<file path="src/rtl/push_feedback_driver_pkg.sv">
// ============================================================================
// push_feedback_driver_pkg : shared rhythm package (state codes, timing defaults)
// Revision : 1.0
// ============================================================================
`default_nettype none

package push_feedback_driver_pkg;

  typedef enum logic [1:0] {
    S_IDLE = 2'd0,
    S_ON   = 2'd1,
    S_GAP  = 2'd2
  } fb_state_t;

  localparam int CNT_W  = 22;
  localparam int HALF_W = 15;

  localparam int DEF_HOLD_MAX  = 2_500_000;
  localparam int DEF_GAP_MAX   = 500_000;
  localparam int DEF_TONE_HALF = 25_000;

endpackage

`default_nettype wire

</file>
<file path="src/rtl/push_feedback_driver_tone_divider.sv">
// ============================================================================
// tone_divider : buzzer square-wave generator, held cleared while disabled
// Revision : 1.0
// ============================================================================
`default_nettype none

module tone_divider
  import push_feedback_driver_pkg::*;
#(
  parameter int TONE_HALF = DEF_TONE_HALF
) (
  input  logic i_Clk,
  input  logic i_Rst,
  input  logic i_En,
  output logic o_Tone
);

  localparam logic [HALF_W-1:0] c_HalfLast = HALF_W'(TONE_HALF - 1);

  logic [HALF_W-1:0] r_Half;
  logic              r_Tone;

  always_ff @(posedge i_Clk or negedge i_Rst) begin
    if (!i_Rst) begin
      r_Half <= '0;
      r_Tone <= 1'b0;
    end else if (!i_En) begin
      r_Half <= '0;
      r_Tone <= 1'b0;
    end else if (r_Half == c_HalfLast) begin
      r_Half <= '0;
      r_Tone <= ~r_Tone;
    end else begin
      r_Half <= r_Half + 1'b1;
    end
  end

  assign o_Tone = r_Tone;

endmodule

`default_nettype wire

</file>
<file path="src/rtl/push_feedback_driver.sv">
// ============================================================================
// push_feedback_driver : LED/buzzer feedback sequencer with retrigger and gap
// Revision : 1.0
// ============================================================================
`default_nettype none

module push_feedback_driver
  import push_feedback_driver_pkg::*;
#(
  parameter int HOLD_MAX  = DEF_HOLD_MAX,
  parameter int GAP_MAX   = DEF_GAP_MAX,
  parameter int TONE_HALF = DEF_TONE_HALF
) (
  input  logic i_Clk,
  input  logic i_Rst,
  input  logic i_fPush,
  input  logic i_Mute,
  output logic o_Led,
  output logic o_Buzz,
  output logic o_Busy,
  output logic o_fDone
);

  if (HOLD_MAX < 1 || HOLD_MAX > (1 << CNT_W)) begin : g_bad_hold
    $error("HOLD_MAX out of range for 22-bit counter");
  end
  if (GAP_MAX < 1 || GAP_MAX > (1 << CNT_W)) begin : g_bad_gap
    $error("GAP_MAX out of range for 22-bit counter");
  end
  if (TONE_HALF < 1 || TONE_HALF > (1 << HALF_W)) begin : g_bad_tone
    $error("TONE_HALF out of range for 15-bit counter");
  end

  localparam logic [CNT_W-1:0] c_HoldLast = CNT_W'(HOLD_MAX - 1);
  localparam logic [CNT_W-1:0] c_GapLast  = CNT_W'(GAP_MAX - 1);

  fb_state_t        r_State;
  logic [CNT_W-1:0] r_Cnt;
  logic             r_Pend;
  logic             w_On;
  logic             w_Tone;

  always_ff @(posedge i_Clk or negedge i_Rst) begin
    if (!i_Rst) begin
      r_State <= S_IDLE;
      r_Cnt   <= '0;
      r_Pend  <= 1'b0;
    end else begin
      case (r_State)
        S_IDLE: begin
          r_Cnt  <= '0;
          r_Pend <= 1'b0;
          if (i_fPush) r_State <= S_ON;
        end
        S_ON: begin
          // A push on the terminal cycle still wins: it retriggers instead of ending.
          if (i_fPush) begin
            r_Cnt <= '0;
          end else if (r_Cnt == c_HoldLast) begin
            r_Cnt   <= '0;
            r_State <= S_GAP;
          end else begin
            r_Cnt <= r_Cnt + 1'b1;
          end
        end
        S_GAP: begin
          if (r_Cnt == c_GapLast) begin
            r_Cnt   <= '0;
            r_Pend  <= 1'b0;
            r_State <= (r_Pend || i_fPush) ? S_ON : S_IDLE;
          end else begin
            r_Cnt <= r_Cnt + 1'b1;
            if (i_fPush) r_Pend <= 1'b1;
          end
        end
        default: begin
          r_State <= S_IDLE;
          r_Cnt   <= '0;
          r_Pend  <= 1'b0;
        end
      endcase
    end
  end

  assign w_On = (r_State == S_ON);

  tone_divider #(
    .TONE_HALF (TONE_HALF)
  ) u_tone (
    .i_Clk  (i_Clk),
    .i_Rst  (i_Rst),
    .i_En   (w_On),
    .o_Tone (w_Tone)
  );

  assign o_Led   = w_On;
  assign o_Buzz  = w_Tone & w_On & ~i_Mute;
  assign o_Busy  = (r_State != S_IDLE);
  assign o_fDone = (r_State == S_GAP) && (r_Cnt == c_GapLast) && !r_Pend && !i_fPush;

endmodule

`default_nettype wire

</file>
<file path="config.mk">
export PLATFORM = sky130hd
export DESIGN_NAME = push_feedback_driver
export DESIGN_NICKNAME = d
export VERILOG_FILES = /design/src/rtl/push_feedback_driver_pkg.sv /design/src/rtl/push_feedback_driver_tone_divider.sv /design/src/rtl/push_feedback_driver.sv
export SDC_FILE = /design/constraint.sdc
export NUM_CORES = 1
export LEC_CHECK = 0
export ABC_AREA = 1
export CORE_MARGIN = 1
export CORE_UTILIZATION = 40
export CTS_CLUSTER_SIZE = 25
export DETAILED_ROUTE_END_ITERATION = 7
export PLACE_DENSITY = 0.58
export SLEW_MARGIN = 20
export SYNTH_ARGS = -nofsm -noshare
export SYNTH_HDL_FRONTEND = slang
export SYNTH_HIERARCHICAL = 1
export SYNTH_SLANG_ARGS = --single-unit
</file>
<file path="constraint.sdc">
create_clock -name i_Clk -period 4 [get_ports i_Clk]
set_clock_uncertainty 0.2 [all_clocks]
set_input_delay 0.4 -clock i_Clk [delete_from_list [all_inputs] [get_ports i_Clk]]
set_output_delay 0.4 -clock i_Clk [all_outputs]
set_load 0.05 [all_outputs]
</file>
# Word-level counts from Yosys, hierarchy flattened
# Cells that the tools add are included.
totals:
  elab_cells: 50
  in_bits: 4
  register_bits: 41
  out_inout_bits: 4
classes:
  reduce_logical: 10
  eq_ne: 11
  n_addsub: 2
  bitwise: 5
  muxes: 17
ops:
  columns: ["cell", "count"]
  rows:
  - ["$mux W22", 3]
  - ["$pmux W22 S2", 1]
  - ["$mux W15", 2]
  - ["$add A22 B1 Y22 const B", 1]
  - ["$eq A22 B19 Y1 const B", 1]
  - ["$eq A22 B22 Y1 const B", 1]
  - ["$add A15 B1 Y15 const B", 1]
  - ["$eq A15 B15 Y1 const B", 1]
  - ["$ne A2 B2 Y1 const B", 5]
  - ["$mux W2", 4]
  - ["$pmux W2 S3", 1]
  - ["$mux W1", 5]
  - ["$reduce_and A4 Y1", 1]
  - ["$logic_and A1 B1 Y1", 3]
  - ["$ne A3 B3 Y1 const B", 1]
  - ["$not A1 Y1", 3]
  - ["$and A1 B1 Y1", 2]
  - ["$eq A2 B1 Y1 const B", 1]
  - ["$eq A2 B2 Y1 const B", 1]
  - ["$logic_not A1 Y1", 2]
  - ["$logic_not A2 Y1", 1]
  - ["$pmux W1 S2", 1]
  - ["$reduce_and A2 Y1", 1]
  - ["$reduce_bool A2 Y1", 1]
  - ["$logic_or A1 B1 Y1", 1]

# Depth between registers and ports, before layout
# Gate-level depths: netlist (run 1).
logic_depth:
  word_depth: 4
  ltp_mapped: 11
  depth_no_buf: 10

# Cells and area by module
# The synthesis (run 1) kept the hierarchy.
by_module_without_submodules:
  columns: ["mod", "seq_area_each_um2", "instances", "cells_per_inst", "area_each_um2"]
  rows:
  - ["push_feedback_driver", 625.6, 1, 263, 1750.4]
  - ["tone_divider", 400.4, 1, 108, 875.8]

# Worst setup path before layout (run 1)
# No wires, ideal clock.
synth_timing:
  path_type: "reg-to-output"
  from: "reg r_State[1]"
  to: "out o_Buzz"
  stages_incl_launch_ff: 5
  t_arrival_ns: 1.893
  required_time_ns: 3.400
  setup_slack_ns: 1.507
  n_path_buf: 0
  path_cell_list: "dfrtp_1 inv_1 ha_1 nand2_1 nor2_1"
synth_via:
  elab_chain_len: 3
synth_lines:
  columns: ["item", "line", "source"]
  rows:
  - ["from (decl)", "push_feedback_driver.sv:37", "fb_state_t r_State;"]
  - ["from (signal assigned)", "push_feedback_driver.sv:70", "r_State <= (r_Pend || i_fPush) ? S_ON : S_IDLE;"]
  - ["$eq A2 B1 Y1", "push_feedback_driver.sv:85", "assign w_On = (r_State == S_ON);"]
  - ["via o_Led", "push_feedback_driver.sv:18", "output logic o_Led,"]
  - ["$and A1 B1 Y1 (2 in series)", "push_feedback_driver.sv:97", "assign o_Buzz = w_Tone & w_On & ~i_Mute;"]
  - ["to (decl)", "push_feedback_driver.sv:19", "output logic o_Buzz,"]
# The timed path passes the listed nets, and every way through them passes these cells.

# Worst setup path after layout (run 1)
layout_timing:
  from: "reg r_Cnt[0]"
  to: "out o_fDone"
layout_via:
  elab_chain_len: 4
layout_lines:
  columns: ["item", "line", "source"]
  rows:
  - ["from (decl)", "push_feedback_driver.sv:38", "logic [CNT_W-1:0] r_Cnt;"]
  - ["from (signal assigned)", "push_feedback_driver.sv:63", "r_Cnt <= r_Cnt + 1'b1;"]
  - ["from (signal assigned)", "push_feedback_driver.sv:72", "r_Cnt <= r_Cnt + 1'b1;"]
  - ["$eq A22 B19 Y1", "push_feedback_driver.sv:99", "assign o_fDone = (r_State == S_GAP) && (r_Cnt == c_GapLast) && !r_Pend && !i_fPush;"]
  - ["$logic_and A1 B1 Y1 (3 in series)", "push_feedback_driver.sv:99", null]
  - ["to (decl)", "push_feedback_driver.sv:21", "output logic o_fDone"]
# No other way between the ends.

==> summary.txt, run 1 <==
Status
  – Status: finished clean

Synthesis
  – Post-Syn Instances: 371
  – Async SR Flop Fraction: 100%
  – Synth cell count leaders: 86 x nand2_1, 79 x nor2_1, 43 x nand3_1
  – Yosys warns: 6
  – Area leader, netlist: dfrtp_1
  – Synth top area cells: dfrtp_1 39%, nand2_1 12%, nor2_1 11%, nand3_1 8.2%, nor2_2 4.8%
  – Syn Nets: 381
  – Syn Area/Cell: 7.08 µm²
  – Flops & latches, synth: 41
  – Primary FF master, synth: dfrtp_1
  – Synthesized area: 0.00263 mm²
  – Top-area cell type share of the netlist area: 39.1%
  – Post-synthesis sequential area ratio: 39.1%
  – Most common cell in the netlist: nand2_1
  – Yosys cell types: 31
  – Number of enable flip-flop cells after synthesis: 0

Floorplan
  – Area of the core: 0.00635 mm²
  – Die span in x: 83.0 µm
  – Row cnt: 29
  – # IOs: 8
  – Die area: 0.00689 mm²
  – Chip height: 83.0 µm
  – Starting Density: 41.4%

Worst setup path
  – Crit Reg-Reg Endpoint: r_Cnt[4]
  – Reg-to-reg slack, setup: 2.07 ns
  – CP delay by family, top: buffers and inverters
  – Cell Chain, Critical Path: ha_1 -> nand2_2 -> inv_2 -> nand2_2 -> nor2_2 -> nand4_1 -> nor2_1 -> clkdlybuf4s50_1
  – Max stage delay on crit path: 0.80 ns
  – Arr. time, crit path: 2.30 ns
  – Critical path class: reg -> out
  – CP max stage cell: clkdlybuf4s50_1
  – CP bufs+invs: 2
  – CP Data Required Time: 3.40 ns
  – Crit path top cell by count: nand2_2
  – FF-to-FF Start: r_Cnt[0]
  – Critical path fanouts, max: 5
  – CP Capture Type: primary output
  – R2R depth: 10
  – Crit path launch type: register

Detailed routing
  – First-pass DRT Iterations: 4
  – Max layer used: met4
  – DR WL met2: 2720 µm
  – Final WL: 5670 µm
  – DR vias: 2,237
  – Post-DRT Antenna Nets: 0
  – Met3 Wirelength: 138 µm
  – Drt drc: 0
  – Starting DRT DRC Count: 116
  – Drt wl/cell: 12.4 µm
  – Vias per cell: 4.87
  – Met1 WL: 2740 µm

Cells and area
  – Fillcell total: 661
  – Finished Cell Area: 0.00286 mm²
  – Synthesis-to-finish area growth: 9.05%
  – Ant diodes: 0
  – Nets: 391
  – Multi-input gate area: 0.00142 mm²
  – Layout cells sized above 1: 14.4%
  – Non-Filler Instances: 459
  – Post-layout util: 45.1%
  – Reg area: 0.00103 mm²

Clock network
  – CTS clk-pin slew, worst paths: 0.08 ns
  – Hold Buf Count CTS: 0
  – Clock Latency Late Sink: 0.29 ns
  – Post-cts gate resize count: 0
  – Clock root buffer: clkbuf_8
  – TritonCTS clock tree: done
  – TritonCTS buffer count: 5
  – H-tree depth: 2
  – Deepest clock path buffer count: 2
  – Num Clock Sinks: 41
  – Setup Buffers After CTS: 0

Timing
  – Slew headroom: 37.7%
  – Worst-Margin Slew: 0.935 ns
  – Fmax: 345 MHz
  – Crit path time final: 2.90 ns
  – Final setup vio count: 0
  – Fin. Hold Viols: 0
  – Period utilization: 72.4%
  – Max Slew Vio Count: 0
  – RSZ-0062 raised after global routing: false
  – Final TNS setup: 0 ns

Flow run
  – Max Cap Viol: 0

Place
  – Port bufs: 7
  – HPWL after DPL: 4190 µm
  – Placed standard-cell area: 0.00275 mm²
  – GPL Wtd Cong: 0.906
  – Cells after DPL: 451

Power
  – LEAKAGE: 1.16 nW
  – PD cells: 419 mW/mm²
  – VDD IR max: 423 µV
  – Total power: 0.00120 W

Hold path
  – Hold Crit Class: in -> async

Global route
  – Vias in the first global route: 2,170
  – Initial antenna violation count: 0
  – Largest net degree at the start of global routing: 42
  – First-pass GRT wire length: 10,100 µm
  – Remaining global-route overflow: 0
  – Tot GR Track Use: 17.9%
## cells in the final DEF, fill, tap and decap left out, types with 3 or more instances in the layout
master,n
dfrtp_1,41
or2_2,5
nand3_1,43
nor3_1,3
xor2_1,6
o21ai_0,3
nor2_2,20
nor2_4,3
nor2_1,79
nand2_1,86
inv_1,31
nand2_2,12
ha_1,6
clkbuf_8,6
clkdlybuf4s50_1,6
inv_2,4
nand4_1,9
## where the power goes
group	internal [W]	switching [W]	leakage, nW
clock	0.000204	0.000147	0.0585
combinational	0.0000965	0.000284	0.534
sequential	0.000444	0.0000249	0.567
## worst register-to-register path: cells and delay by family (launching register included)
family	cells	cell delay [ns]
fa+ha+maj	1	0.20
buf+inv	2	0.31
flops	1	0.38
simple gates	7	0.72
## stage by stage
stage               setup WS, ns  hold slack, ns
CTS                         1.09          0.0907
global placement            1.45           0.273
floorplan                   1.51         -0.0956
global route               0.962           0.137
finish                      1.10          0.0489
detailed placement          1.42           0.279
## sequential cells by signal, indices dropped and copies added, names as in the netlist
signal         count
r_State            2
r_Pend             1
r_Cnt             22
u_tone/r_Half     15
u_tone/o_Tone      1
## final cells by class
cell class / instances / share of cell area (%)
Multi-Input combinational cell: 290 / 49.7
Sequential cell: 41 / 35.8
Inverter: 36 / 4.81
Tap cell: 77 / 3.36
Clock buffer: 7 / 3.01
Timing Repair Buffer: 7 / 2.27
Clock inverter: 1 / 1.05
## kinds of logic after synthesis
family	share of synthesized area (%)
AND/OR/NAND/NOR	46.2
flip-flops	39.1
buffers and inverters	6.76
AO/OA/AOI/OAI	2.48
XOR/XNOR	2.67
adder cells (fa/ha/maj)	2.86
## layer usage
metal,GRT usage [%],vias up
li1,-,1188
met1,23.5,1017
met2,30.4,26
met3,2.78,6
met4,5.49,0
met5,0,-
## worst max path at each step
| stage | startpoint | endpoint | slack [ns] | cells past startpoint |
|---|---|---|---|---|
| detailed placement | r_Cnt[0] | o_fDone | 1.42 | 8 |
| floorplan | r_State[1] | o_Buzz | 1.51 | 4 |
| CTS | r_Cnt[0] | o_fDone | 1.09 | 8 |
| global route | r_Cnt[0] | o_fDone | 0.96 | 8 |
| global placement | r_Cnt[0] | o_fDone | 1.45 | 8 |
| finish | r_Cnt[0] | o_fDone | 1.10 | 8 |
Note: power is estimated with default switching activity, not from simulation.
==> inputs of run 2 (changes only) <==
==> constraint.sdc (replaced) <==
create_clock -name i_Clk -period 2.8 [get_ports i_Clk]
set_clock_uncertainty 0.2 [all_clocks]
set_input_delay 0.28 -clock i_Clk [delete_from_list [all_inputs] [get_ports i_Clk]]
set_output_delay 0.28 -clock i_Clk [all_outputs]
set_load 0.05 [all_outputs]
==> summary.txt, run 2 (synthesis gave the netlist of run 1 again) <==
Status
  – Status: finished clean (unchanged)

Timing
  – Final setup vio count: 0 (unchanged)
  – Period utilization: 89.4%
  – Worst-Margin Slew: 0.920 ns (was 0.935 ns)
  – Hold Slack: 0.278 ns (was 0.0489 ns)
  – Final WS setup: 0.295 ns (was 1.10 ns)
  – Fin. Hold Viols: 0 (unchanged)
  – Max Slew Vio Count: 0 (unchanged)
  – RSZ-0062 raised after global routing: false (unchanged)
  – Crit path time final: 2.50 ns
  – Final TNS setup: 0 ns (unchanged)
  – Fmax: 399 MHz
  – Slew headroom: 38.7% (was 37.7%)

Worst setup path
  – Crit path launch type: register (unchanged)
  – Crit path top cell by count: nand2_2 (unchanged)
  – CP max stage cell: dlygate4sd2_1 (was clkdlybuf4s50_1)
  – CP Capture Type: primary output (unchanged)
  – Critical path class: reg -> out (unchanged)
  – CP Data Required Time: 2.32 ns (was 3.40 ns)
  – Arr. time, crit path: 2.02 ns (was 2.30 ns)
  – Critical path fanouts, max: 5 (unchanged)
  – Max stage delay on crit path: 0.53 ns (was 0.80 ns)
  – Cell Chain, Critical Path: ha_1 -> nand2_2 -> inv_2 -> nand2_2 -> nor2_2 -> nand4_1 -> nor2_1 -> dlygate4sd2_1 (was ha_1 -> nand2_2 -> inv_2 -> nand2_2 -> nor2_2 -> nand4_1 -> nor2_1 -> clkdlybuf4s50_1)

Clock network
  – TritonCTS clock tree: done (unchanged)
  – Deepest clock path buffer count: 2 (unchanged)
  – Clock root buffer: clkbuf_8 (unchanged)
  – TritonCTS buffer count: 5 (unchanged)
  – Clock Latency Late Sink: 0.29 ns (about the same)
  – CTS clk-pin slew, worst paths: 0.08 ns (about the same)
  – H-tree depth: 2 (unchanged)
  – Num Clock Sinks: 41 (unchanged)

Floorplan
  – Die span in x: 83.0 µm (unchanged)
  – Die area: 0.00689 mm² (unchanged)
  – # IOs: 8 (unchanged)
  – Starting Density: 41.4% (unchanged)
  – Area of the core: 0.00635 mm² (unchanged)
  – Row cnt: 29 (unchanged)
  – Chip height: 83.0 µm (unchanged)

Detailed routing
  – Post-DRT Antenna Nets: 0 (unchanged)
  – Vias per cell: 5.00 (was 4.87)
  – Drt drc: 0 (unchanged)
  – Starting DRT DRC Count: 97 (was 116)
  – Drt wl/cell: 12.2 µm (was 12.4 µm)
  – DR vias: 2,304 (was 2,237)
  – First-pass DRT Iterations: 5 (was 4)
  – Final WL: 5650 µm (was 5670 µm)

Cells and area
  – Layout cells sized above 1: 14.8% (was 14.4%)
  – Most frequent cells in the layout: 86 x nand2_1, 79 x nor2_1, 43 x nand3_1 (unchanged)
  – Reg with most FFs: r_Cnt (unchanged)
  – Biggest regs: r_Cnt x22, u_tone/r_Half x15, r_State x2 (unchanged)
  – Max reg flops: 22 (unchanged)
  – Commonest non-fill, non-tap cell in the layout: nand2_1 (unchanged)
  – Ant diodes: 0 (unchanged)
  – Post-layout util: 45.7% (was 45.1%)
  – Synthesis-to-finish area growth: 10.5% (was 9.05%)
  – Nets: 393 (was 391)

Hold path
  – Hold Crit Class: reg -> reg (was in -> async)

Global route
  – Tot GR Track Use: 18.5% (was 17.9%)
  – Initial antenna violation count: 0 (unchanged)
  – Remaining global-route overflow: 0 (unchanged)
  – Vias in the first global route: 2,244 (was 2,170)
  – First-pass GRT wire length: 10,400 µm (was 10,100 µm)
  – Largest net degree at the start of global routing: 42 (unchanged)

Power
  – Gate power share: 30.6% (was 31.7%)
  – Clock power frac: 32.0% (was 29.3%)
  – Internal Power: 0.00114 W (was 0.000745 W)
  – Sequential fraction of design power: 37.4% (was 39.1%)
  – VDD IR max: 653 µV (was 423 µV)
  – PD cells: 619 mW/mm² (was 419 mW/mm²)
  – Sw power: 0.000655 W (was 0.000456 W)
  – Switching Share: 36.5% (was 38.0%)
  – LEAKAGE: 1.18 nW (was 1.16 nW)

Place
  – Post-place setup slack: 0.330 ns (was 1.42 ns)
  – HPWL after DPL: 4190 µm (about the same)
  – Port bufs: 7 (unchanged)
  – GPL Wtd Cong: 0.904 (was 0.906)

Flow run
  – Max Cap Viol: 0 (unchanged)
-- run 2: final cells by class --
| class | instances | area, µm² |
|---|---|---|
| clock inverters | 3 | 68.8 |
| fillers | 656 | 3450 |
| repair buffers | 9 | 81.3 |
| multi-input cells | 290 | 1420 |
| inverters | 36 | 138 |
| flip-flops and latches | 41 | 1030 |
| clock buffers | 5 | 68.8 |
| well taps | 77 | 96.3 |
-- run 2: per-layer routing --
| layer | GRT usage (%) | routed length (µm) | vias up |
|---|---|---|---|
| li1 | - | - | 1200 |
| met1 | 23.7 | 2760 | 1062 |
| met2 | 31.9 | 2650 | 33 |
| met3 | 3.08 | 144 | 9 |
| met4 | 5.49 | 88 | 0 |
| met5 | 0 | 0 | - |
-- run 2: power by group through the flow --
stage,logic [W],registers (W),clock network (W)
floorplan,0.000456,0.000675,0
global placement,0.000559,0.000680,0
detailed placement,0.000563,0.000683,0
CTS,0.000564,0.000671,0.000595
global route,0.000617,0.000681,0.000619
finish,0.000550,0.000671,0.000576
-- run 2: final timing paths --
path | start | cells past startpoint | slack [ns] | to
worst max-delay path | r_Cnt[0] | 8 | 0.30 | o_fDone
worst min-delay path | u_tone/r_Half[0] | 1 | 0.28 | u_tone/r_Half[0]
worst max register to register | r_Cnt[0] | 10 | 0.88 | r_Cnt[4]
worst min register to register | u_tone/r_Half[0] | 1 | 0.28 | u_tone/r_Half[0]
max in group asynchronous | i_Rst | 2 | 1.36 | r_Cnt[14]
min in group asynchronous | i_Rst | 2 | 0.46 | u_tone/r_Half[1]
-- run 2: what timing repair did --
action | CTS | global route
endpoints found under the hold margin | 41 | 0
endpoints found under the setup margin | 1 | 0
gates resized for setup | 1 | 0
buffers inserted | 0 | 0
hold buffers | 1 | 0
-- run 2: stage by stage --
step	power [W]	instances	cell area (µm²)
after floorplan	0.00113	371	2630
after global placement	0.00124	452	2760
after detailed placement	0.00125	452	2760
after CTS	0.00183	461	2900
after global routing	0.00192	461	2900
final	0.00180	461	2900
-- run 2: critical path: cells and delay by family (launching register included) --
kind                       cells  cell delay (ns)
adders and majority gates      1             0.19
buffers and inverters          2             0.60
DFF                            1             0.38
and+or+nand+nor                5             0.55
==> variant 1, RTL diff (flow settings as in run 2) <==
Reset style: synchronous (`i_Rst`), changed in 2 clocked blocks.
--- a/src/rtl/push_feedback_driver_tone_divider.sv
+++ b/src/rtl/push_feedback_driver_tone_divider.sv
@@ -20,7 +20,7 @@
   logic [HALF_W-1:0] r_Half;
   logic              r_Tone;
 
-  always_ff @(posedge i_Clk or negedge i_Rst) begin
+  always_ff @(posedge i_Clk) begin
     if (!i_Rst) begin
       r_Half <= '0;
       r_Tone <= 1'b0;
--- a/src/rtl/push_feedback_driver.sv
+++ b/src/rtl/push_feedback_driver.sv
@@ -40,7 +40,7 @@
   logic             w_On;
   logic             w_Tone;
 
-  always_ff @(posedge i_Clk or negedge i_Rst) begin
+  always_ff @(posedge i_Clk) begin
     if (!i_Rst) begin
       r_State <= S_IDLE;
       r_Cnt   <= '0;
Behaviour: differs if i_Rst is asserted again (counterexample within 4 cycles, from zero or initial values and one cycle with i_Rst low); with i_Rst held inactive, the same outputs for 10 cycles.
==> variant 1 against run 2 <==
Register-to-register slack lost 0.02 ns. Sequential cell count is the same. First-iteration DRC count grew 1.0%. Highest routed layer unchanged. Total power shrank 24%. Area after synthesis shrank 13%. Wire length shrank 26%. Cell area shrank 14%. Setup slack gained 0.12 ns. Largest power group unchanged.
==> variant 1: results (changes against run 2) <==
- Slew HR: 66.6% (was 38.7%)
- CP max-delay cell: clkdlybuf4s50_1 (was dlygate4sd2_1)
- WL met3: 90 µm (was 144 µm)
- Dpl ws: 0.704 ns (was 0.330 ns)
- Status: completed (unchanged)
- Setup ws final: 0.411 ns (was 0.295 ns)
- Most frequent cells after synthesis: nand2_1 (68), nor2_1 (61), dfxtp_1 (41), inv_1 (37), nand3_1 (21) (was nand2_1 (86), nor2_1 (79), nand3_1 (43), dfrtp_1 (41), inv_1 (31))
- M3 GR Usage: 2.82% (was 3.08%)
- RR Endpoint: r_Cnt[8] (was r_Cnt[4])
- Crit. Startpoint: r_State[1] (was r_Cnt[0])
- WL/cell: 10.3 µm (was 12.2 µm)
- GPL Wtd Cong: 0.793 (was 0.904)
- DRT iter0 DRCs: 98 (was 97)
- Fillers: 591 (was 656)
- Vias in the first global route: 1824 (was 2244)
- Met1 GRT Util: 20.7% (was 23.7%)
- Yosys cell types: 32 (was 31)
- WP data arrival: 1.91 ns (was 2.02 ns)
- Routed wire length: 4180 µm (was 5650 µm)
- WHS: 0.251 ns (was 0.278 ns)
- Leakage Power: 0.821 nW (was 1.18 nW)
- Worst Hold Path EP: r_Cnt[0] (was u_tone/r_Half[0])
- GRT Overall Usage: 16.5% (was 18.5%)
- 1st-pass router iterations: 4 (was 5)
- Mapped Cells: 323 (was 371)
- Sequential share of the synthesized area: 35.8% (was 39.1%)
- Met1 WL: 2120 µm (was 2760 µm)
- R2R depth: 8 (was 10)
- R2R Setup Slk: 0.86 ns (was 0.88 ns)
- Vias per std cell: 4.65 (was 5.00)
- Placed cell count: 398 (was 452)
- Reg2reg start: r_Cnt[0] (unchanged)
- GR Util met2: 27.3% (was 31.9%)
- Final core occ: 45.2% (was 45.7%)
- Critical Path End: o_Buzz (was o_fDone)
- Detail Placement HPWL: 3180 µm (was 4190 µm)
- Ys async rst share: 0% (was 100%)
- First-pass GRT wire length: 7890 µm (was 10400 µm)
- Ys flop type: dfxtp_1 (was dfrtp_1)
- Met2 WL: 1880 µm (was 2650 µm)
- Top cells by area, synth: dfxtp_1 (36%), nand2_1 (11%), nor2_1 (10%), inv_1 (6.1%), nand3_1 (4.6%) (was dfrtp_1 (39%), nand2_1 (12%), nor2_1 (11%), nand3_1 (8.2%), nor2_2 (4.8%))
- Layout Nets: 343 (was 393)
- HP Start: r_Cnt[0] (was u_tone/r_Half[0])
- Largest net degree at the start of global routing: 22 (was 42)
==> variant 1: cell types whose count changed after synthesis, sizes merged, moves of 7 or more <==
cell	delta
nor2	-25
nand3	-20
a21oi	+10
xnor2	+7
dfxtp	+41
nand2	-25
dfrtp	-41
==> variant 1: cells by family after synthesis <==
group | count (synthesis) | share of synthesized area, %
compound gates | 19 | 5.46
xor+xnor | 19 | 7.26
fa+ha+maj | 6 | 3.28
buf+inv | 43 | 8.47
flops | 41 | 35.8
simple gates | 195 | 39.7
==> variant 1: power by group <==
part           total [mW]  internal, mW  switching [mW]
Combinational       0.364         0.118           0.247
Clock               0.368         0.173           0.196
Sequential          0.627         0.607          0.0206
==> variant 1: area by class of cell <==
class                   count  area share, %
flip-flops and latches     41           33.0
well taps                  72           3.62
clock buffers               6           2.91
clock inverters             2          0.402
inverters                  39           5.88
repair buffers              7           2.71
multi-input cells         239           51.5
==> variant 2, RTL diff (config.mk and constraints of run 2) <==
Without the edit above. Change the package constant `CNT_W` from 22 to 24.
--- a/src/rtl/push_feedback_driver_pkg.sv
+++ b/src/rtl/push_feedback_driver_pkg.sv
@@ -12,7 +12,7 @@
     S_GAP  = 2'd2
   } fb_state_t;
 
-  localparam int CNT_W  = 22;
+  localparam int CNT_W  = 24;
   localparam int HALF_W = 15;
 
   localparam int DEF_HOLD_MAX  = 2_500_000;
Behaviour: same outputs for any inputs over 10 cycles, from zero or initial values and one cycle with i_Rst low; that may be too few to reach the edited logic, so the function may still have changed.
==> variant 2 against run 2 <==
Synthesized cell count is 4.9% lower. Cell area fell by 0.69%. Non-clock buffer count unchanged. Wire length shrank 6.7%. Sequential cell count rose by 2. Critical path depth fell by 3. Total power down 3.8%. Die area down 1.3%. Area after synthesis shrank 1.3%. Setup slack lost 0.054 ns. Largest power group unchanged.
==> variant 2: results (changes against run 2) <==
- Internal power: 1.16 mW (was 1.14 mW)
- Worst min path class: in -> async (was reg -> reg)
- Multi-input combinational cell area: 0.00133 mm² (was 0.00142 mm²)
- CP Max Fanout: 7 (was 5)
- Syn_nets: 363 (was 381)
- Leakage Power: 1.23 nW (was 1.18 nW)
- Initial antenna violation count: 0 (unchanged)
- Layout Nets: 376 (was 393)
- Antenna fix cells: 0 (unchanged)
- Ys flop type: dfrtp_1 (unchanged)
- 1st-pass router iterations: 4 (was 5)
- Dpl cell area: 0.00273 mm² (was 0.00276 mm²)
- Root Driver: clkbuf_8 (unchanged)
- Top cells by area, synth: dfrtp_1 (42%), nand2_1 (11%), nor2_1 (11%), inv_1 (5.8%), nand3_1 (5.2%) (was dfrtp_1 (39%), nand2_1 (12%), nor2_1 (11%), nand3_1 (8.2%), nor2_2 (4.8%))
- Worst-skew pair later-pin latency: 0.30 ns
- Number of CTS-inserted buffers: 5 (unchanged)
- Fillers: 631 (was 656)
- Most frequent cells after synthesis: nand2_1 (79), nor2_1 (78), dfrtp_1 (43), inv_1 (40), nand3_1 (27) (was nand2_1 (86), nor2_1 (79), nand3_1 (43), dfrtp_1 (41), inv_1 (31))
- Vias in the first global route: 1967 (was 2244)
- Post-CTS Setup Inserts: 0 (unchanged)
- H-Tree Depth: 2 (unchanged)
- GRT Overall Usage: 17.9% (was 18.5%)
- Detail Placement HPWL: 3880 µm (was 4190 µm)
- Reg2reg start: r_Cnt[0] (unchanged)
- Share of post-route cells with drive strength above 1: 9.54% (was 14.8%)
- WL/cell: 11.9 µm (was 12.2 µm)
- GPL Wtd Cong: 0.847 (was 0.904)
- Synth warn: 6 (unchanged)
- Top flop regs: r_Cnt x24, u_tone/r_Half x15, r_State x2 (was r_Cnt x22, u_tone/r_Half x15, r_State x2)
- First-pass GRT wire length: 8970 µm (was 10400 µm)
- Largest net degree at the start of global routing: 44 (was 42)
- Sequential share of the synthesized area: 41.5% (was 39.1%)
- DRT iter0 DRCs: 91 (was 97)
- Status: completed (unchanged)
- Ys async rst share: 100% (unchanged)
- CTS clock-pin slew for the worst setup and hold paths: 0.09 ns
- Clock Path Buffers: 2 (unchanged)
- Yosys cell types: 26 (was 31)
- Vias per std cell: 4.81 (was 5.00)
- WP data arrival: 2.08 ns (was 2.02 ns)
- Slew HR: 62.9% (was 38.7%)
- VDD IR max: 0.000376 V (was 0.000653 V)
- Crit. Startpoint: r_State[1] (was r_Cnt[0])
- Input/output buffers: 7 (unchanged)
-- variant 2: power by group through the flow --
stage | combinational [mW] | clock [mW] | sequential [mW]
final | 0.443 | 0.582 | 0.703
after global routing | 0.501 | 0.623 | 0.709
after CTS | 0.455 | 0.605 | 0.704
after detailed placement | 0.453 | 0 | 0.716
after global placement | 0.448 | 0 | 0.714
after floorplan | 0.348 | 0 | 0.707
-- variant 2: worst paths after layout --
kind	end	slack (ns)	depth (start not counted)
setup / recovery	o_Buzz	0.24	5
hold reg to reg	u_tone/r_Half[0]	0.29	1
hold / removal	r_Cnt[10]	0.29	2
setup reg to reg	r_Cnt[22]	0.91	8
min in group i_Clk	u_tone/r_Half[0]	0.29	1
max in group asynchronous	u_tone/r_Half[0]	1.71	2
-- variant 2: critical path, cell delays in order, from the launching register on --
cell             delay [ns]
dfrtp_1                0.42
inv_1                  0.09
ha_1                   0.29
nand2_1                0.08
nor2_1                 0.09
clkdlybuf4s50_1        0.80
-- variant 2: cell type report --
type	instances	area share, %
Multi-Input combinational cell	266	46.3
Clock inverter	3	2.34
Clock buffer	5	2.39
Tap cell	75	3.26
Timing Repair Buffer	9	3.04
Inverter	41	5.34
Sequential cell	43	37.3
-- variant 2: cells by family after synthesis --
logic type | Yosys count | synth area share (%)
simple gates | 229 | 39.8
buf+inv | 44 | 7.00
flops | 43 | 41.5
xor+xnor | 17 | 5.75
compound gates | 14 | 2.99
fa+ha+maj | 6 | 2.90
-- variant 2: per-layer routing --
layer / global-route usage [%] / up-vias / part of all wire, %
met4: 6.32 / 0 / 1.4
met2: 30.5 / 17 / 48
met5: 0 / - / 0
met3: 3.63 / 5 / 2.1
li1: - / 1135 / -
met1: 22.3 / 971 / 49
-- variant 2: per-stage QoR --
step / std cells / setup slack [ns]
after floorplan: 353 / 0.427
after global placement: 433 / 0.403
after detailed placement: 433 / 0.372
after CTS: 442 / 0.0380
after global routing: 442 / 0.108
final: 442 / 0.242
-- variant 2: timing repair --
item	CTS	global route
resized for setup	0	1
endpoints found under the hold margin	43	0
endpoints found under the setup margin	0	1
hold buffers	1	0
